### src/rtl/sys1_input_ctrl.sv
// sys1_input_ctrl: PS/2 + joystick input conditioning for the System 1 core.
// Ports: clk_sys/reset (sync, active-high); ps2_key event word; joystk1/2 pads
//   (active-high); vblank; cabinet select; INP0/INP1/INP2 registered active-low words.
// Latency: joystick -> INP* 1 clock, key event -> INP* 2 clocks, coin bit 1 clock after FSM.
module sys1_input_ctrl #(
  parameter int COIN_FRAMES = 3,
  parameter int GAP_FRAMES  = 2
) (
  input  logic        clk_sys,
  input  logic        reset,
  input  logic [10:0] ps2_key,
  input  logic [15:0] joystk1,
  input  logic [15:0] joystk2,
  input  logic        vblank,
  input  logic        cabinet,
  output logic [7:0]  INP0,
  output logic [7:0]  INP1,
  output logic [7:0]  INP2
);

  localparam logic [3:0] COIN_INIT = 4'(COIN_FRAMES);
  localparam logic [3:0] GAP_INIT  = 4'(GAP_FRAMES);

  typedef enum logic [1:0] {IDLE, PULSE, GAP} coin_state_t;

  // Player vectors use the joystick bit order: [0]R [1]L [2]D [3]U [4]Trig1 [5]Trig2
  logic [5:0]  keys1, keys2;
  logic        key_start1, key_start2, key_f1, key_f2, key_coin1, key_coin2;
  logic        toggle_hist;
  logic        key_evt;
  logic        pressed;

  logic [5:0]  p1, p2;
  logic        start1, start2, coin_req;
  logic        coin_req_q, vb_q, vb_rise;
  coin_state_t coin_state;
  logic [3:0]  coin_cnt;

  // Pad bits above the coin bit are not used by this core.
  logic        unused_pad;
  assign unused_pad = ^{joystk1[15:9], joystk2[15:9]};

  assign key_evt = ps2_key[10] != toggle_hist;
  assign pressed = ps2_key[9];

  always_ff @(posedge clk_sys) begin
    toggle_hist <= ps2_key[10];
    if (reset) begin
      keys1      <= '0;
      keys2      <= '0;
      key_start1 <= 1'b0;
      key_start2 <= 1'b0;
      key_f1     <= 1'b0;
      key_f2     <= 1'b0;
      key_coin1  <= 1'b0;
      key_coin2  <= 1'b0;
    end else if (key_evt) begin
      // Arrow keys match with or without the extended prefix.
      case (ps2_key[7:0])
        8'h75:   keys1[3] <= pressed;
        8'h72:   keys1[2] <= pressed;
        8'h6B:   keys1[1] <= pressed;
        8'h74:   keys1[0] <= pressed;
        default: begin
          if (!ps2_key[8]) begin
            case (ps2_key[7:0])
              8'h29:   keys1[4]   <= pressed;
              8'h14:   keys1[5]   <= pressed;
              8'h05:   key_f1     <= pressed;
              8'h06:   key_f2     <= pressed;
              8'h16:   key_start1 <= pressed;
              8'h1E:   key_start2 <= pressed;
              8'h2E:   key_coin1  <= pressed;
              8'h36:   key_coin2  <= pressed;
              8'h2D:   keys2[3]   <= pressed;
              8'h2B:   keys2[2]   <= pressed;
              8'h23:   keys2[1]   <= pressed;
              8'h34:   keys2[0]   <= pressed;
              8'h1C:   keys2[4]   <= pressed;
              8'h1B:   keys2[5]   <= pressed;
              default: ;
            endcase
          end
        end
      endcase
    end
  end

  // Upright cabinets share one control panel, so P2 inputs also drive P1.
  assign p2       = keys2 | joystk2[5:0];
  assign p1       = keys1 | joystk1[5:0] | (cabinet ? 6'd0 : p2);
  assign start1   = key_start1 | key_f1 | joystk1[6] | joystk2[6];
  assign start2   = key_start2 | key_f2 | joystk1[7] | joystk2[7];
  assign coin_req = key_f1 | key_f2 | key_coin1 | key_coin2 | joystk1[8] | joystk2[8];
  assign vb_rise  = vblank & ~vb_q;

  // Opposing directions held together cancel out.
  function automatic logic [5:0] socd(input logic [5:0] p);
    logic [5:0] o;
    o = p;
    if (p[0] && p[1]) o[1:0] = 2'b00;
    if (p[2] && p[3]) o[3:2] = 2'b00;
    return o;
  endfunction

  function automatic logic [7:0] pack_player(input logic [5:0] p);
    return ~{p[1], p[0], p[3], p[2], 1'b0, p[5], p[4], 1'b0};
  endfunction

  // Coin shaper: one pulse of COIN_FRAMES frames per fresh request edge, then a
  // forced-low gap; request edges arriving while busy are discarded.
  always_ff @(posedge clk_sys) begin
    if (reset) begin
      coin_state <= IDLE;
      coin_cnt   <= '0;
      coin_req_q <= 1'b0;
      vb_q       <= vblank;
      INP0       <= 8'hFF;
      INP1       <= 8'hFF;
      INP2       <= 8'hFF;
    end else begin
      coin_req_q <= coin_req;
      vb_q       <= vblank;
      case (coin_state)
        IDLE: begin
          if (coin_req && !coin_req_q) begin
            coin_state <= PULSE;
            coin_cnt   <= COIN_INIT;
          end
        end
        PULSE: begin
          if (vb_rise) begin
            if (coin_cnt <= 4'd1) begin
              coin_state <= GAP;
              coin_cnt   <= GAP_INIT;
            end else begin
              coin_cnt <= coin_cnt - 4'd1;
            end
          end
        end
        GAP: begin
          if (vb_rise) begin
            if (coin_cnt <= 4'd1) begin
              coin_state <= IDLE;
              coin_cnt   <= '0;
            end else begin
              coin_cnt <= coin_cnt - 4'd1;
            end
          end
        end
        default: begin
          coin_state <= IDLE;
          coin_cnt   <= '0;
        end
      endcase
      INP0 <= pack_player(socd(p1));
      INP1 <= pack_player(socd(p2));
      INP2 <= ~{2'b00, start2, start1, 3'b000, coin_state == PULSE};
    end
  end

endmodule

### config.mk
export PLATFORM = sky130hd
export DESIGN_NAME = sys1_input_ctrl
export DESIGN_NICKNAME = d
export VERILOG_FILES = /design/src/rtl/sys1_input_ctrl.sv
export SDC_FILE = /design/constraint.sdc
export NUM_CORES = 1
export LEC_CHECK = 0
export CAP_MARGIN = 20
export CORE_UTILIZATION = 47
export CTS_CLUSTER_DIAMETER = 60
export CTS_CLUSTER_SIZE = 24
export DETAILED_ROUTE_END_ITERATION = 7
export GPL_TIMING_DRIVEN = 1
export PLACE_DENSITY = 0.93
export SLEW_MARGIN = 20
export SYNTH_ARGS = -nofsm -noshare
export SYNTH_HDL_FRONTEND = slang
export SYNTH_SLANG_ARGS = --single-unit
### constraint.sdc
create_clock -name clk_sys -period 3.7 [get_ports clk_sys]
set_clock_uncertainty 0.05 [all_clocks]
set_input_delay 0.37 -clock clk_sys [delete_from_list [all_inputs] [get_ports clk_sys]]
set_output_delay 0.37 -clock clk_sys [all_outputs]
set_load 0.05 [all_outputs]
==> summary.txt <==
Floorplanning
  • I/O pin cnt: 71
  • Die H: 66.1 um
  • Initial Util: 0.508
  • Number of core rows: 22
  • Die Span X: 66.1 um
  • Core Box Area: 3800 um^2
  • Die ar.: 4360 um^2

Power
  • Switching share of power: 0.277
  • Clock power share: 0.344
  • Power share of the combinational group: 0.191
  • Net Sw Power: roughly 290 uW
  • Lkg Pwr: 0.990 nW
  • Peak supply drop: 0.000264 V
  • PwrDens: approximately 410 nW/um^2
  • Internal Pwr Total: 746 uW
  • Share of power burned in registers: 0.465

Synthesis
  • Yosys reg bits: 42
  • Post-synth top flop: dfxtp_1
  • Number of synthesized flops with an enable pin: 0
  • Yosys top cell area share: 0.436
  • Mapped Avg Cell Area: approximately 9 um^2
  • Post-synth ARST share: 0
  • Synth warn: 0
  • Cell variety after synth: 49
  • Ranking of synthesized cells by area: dfxtp_1, mux2i_1, nor2_1
  • Synth area leader: dfxtp_1
  • Syn Inst Count: 214
  • Mapped Area: 1930 um^2
  • Register area share after synthesis: 0.436

GRT
  • Antenna violations before repair: 0
  • First-pass GRT wire length: slightly below 7000 um
  • Remaining Overflow, GRT: 0
  • Tot GR Track Use: 0.207
  • Vias in the first global route: 1583
  • Largest net degree at the start of global routing: 30

Clocking
  • CTS-repair resized insts: 0
  • Num CTS Buffers: 5
  • Postcts setup bufs: 0
  • Clk slew on worst S/H paths: 80 ps
  • Sink Count: 42
  • Root Buffer: clkbuf_8
  • Hold buffer count at CTS: 0
  • H-tree levels: 2
  • Clock tree buffer depth: 2
  • Clk_lat worst skew: 290 ps
  • CTS tree: done

Finish
  • Multi-input logic area: 985 um^2
  • Design area: roughly 2500 um^2
  • Layout Nets: 306
  • Fillcell total: 313
  • Commonest cells after routing, fill and taps aside: clkdlybuf4s50_1, dfxtp_1, nor2_1
  • Area grow syn2layout: 29.2%
  • Diodes inserted: 0
  • Register area: between 800 and 900 um^2
  • Commonest non-fill, non-tap cell in the layout: clkdlybuf4s50_1
  • Layout cells sized above 1: 0.0581

Timing
  • Final setup fails: 0
  • Final period util: 0.558
  • Final Hold Fails: 0
  • RSZ-0062 raised after global routing: false
  • Final Max Tran Viols: 0
  • Final Critical Period: 2070 ps
  • Fmax: 484 MHz
  • Slew @ Worst Pin: 717 ps
  • Hold slack: ~400 ps
  • Setup TNS Final: 0 ps
  • Worst rel slew slack: 0.520

Worst setup path
  • WP data required: 3810 ps
  • Critical path type: in2reg
  • CP Capture Type: register
  • CP max FO: 12
  • CP arrival: 2170 ps
  • Startpoint Class: primary input

Placed design
  • RePlAce Congestion: 0.810
  • IO buf count: 47
  • Post-detail-place hpwl: 3100 um
  • DP Area: 2380 um^2

Run
  • Total of max-cap violations: 0

Route
  • Routed len/inst: 13.8 um
  • Drt first pass iters: 4
  • DRC viols: 0
  • Initial drt markers: 232
  • Final antenna-violating net count: 0
  • Routed WL: 4210 um
  • Vias: around 1.7k
  • DR vias/cell: 5.56

Outcome
  • Status: complete, no violations

Min path
  • Tightest Hold Check Type: reg2reg
==> synthesized netlist by cell type (all sizes together), types with 4 or more instances <==
library cell / number
inv: 5
a31o: 5
nor3: 6
or3b: 4
dfxtp: 42
mux2i: 12
a21oi: 4
nand2: 15
nand3: 9
clkbuf: 8
nor2: 29
nand4: 11
o21ai: 10
buf: 12
==> stage by stage <==
stage | util | std cells | total power [mW] | worst slack [ps]
3_3_place_gp | 0.627 | 298 | 0.676 | 1400
6_report | 0.656 | 306 | 1.03 | 1630
2_1_floorplan | - | 222 | 0.619 | 2250
4_1_cts | 0.656 | 306 | 1.03 | 1650
5_1_grt | 0.656 | 306 | 1.07 | 1530
3_5_place_dp | 0.627 | 298 | 0.684 | 1330
==> final timing paths <==
path,start,endpoint,slack (ps),depth (start not counted)
worst max-delay path,ps2_key[10],keys2[4]$_SDFFE_PP0P_,1630,5
worst min register to register,key_start2$_SDFFE_PP0P_,INP2[5]$_SDFF_PP1_,400,1
worst max register to register,toggle_hist$_DFF_P_,keys2[4]$_SDFFE_PP0P_,1880,4
worst min-delay path,key_start2$_SDFFE_PP0P_,INP2[5]$_SDFF_PP1_,400,1
==> power by group through the flow <==
stage                     clock, mW  sequential, mW  combinational, mW
after floorplan                   0           0.516              0.104
after global placement            0           0.488              0.188
after detailed placement          0           0.490              0.194
after CTS                     0.360           0.479              0.196
after global routing          0.379           0.481              0.211
final                         0.355           0.480              0.197
==> critical path, cell delays in order <==
cell             delay, ps
clkdlybuf4s50_1        490
xor2_1                 590
and3_1                 400
nand3_1                170
mux2i_1                150
==> layer usage <==
metal  up-vias  part of all wire  GRT usage
met5         -                 0          0
met4         0             0.015     0.0878
met3         8             0.067     0.0448
met2        69              0.48      0.349
met1       785              0.43      0.251
li1        838                 -          -
==> final cells by class <==
cell class / count / area share
multi-input cells: 155 / 0.395
clock buffers: 5 / 0.0276
flip-flops and latches: 42 / 0.338
well taps: 48 / 0.0241
repair buffers: 48 / 0.192
clock inverters: 3 / 0.0161
inverters: 5 / 0.00753
==> state kept, by name (all words and copies together), names as in the netlist <==
| signal | cells |
|---|---|
| INP0 | 6 |
| INP1 | 6 |
| INP2 | 3 |
| coin_cnt | 4 |
| coin_req_q | 1 |
| coin_state | 2 |
| key_coin1 | 1 |
| key_coin2 | 1 |
| key_f1 | 1 |
| key_f2 | 1 |
| key_start1 | 1 |
| key_start2 | 1 |
| keys1 | 6 |
| keys2 | 6 |
| toggle_hist | 1 |
| vb_q | 1 |
==> cell families after synthesis <==
family,synth area share
adder cells (fa/ha/maj),0.0130
AO/OA/AOI/OAI,0.116
AND/OR/NAND/NOR,0.293
other,0.00194
XOR/XNOR,0.00909
flip-flops,0.436
buffers and inverters,0.0688
multiplexers,0.0623
(Power assumes the default switching activity.)
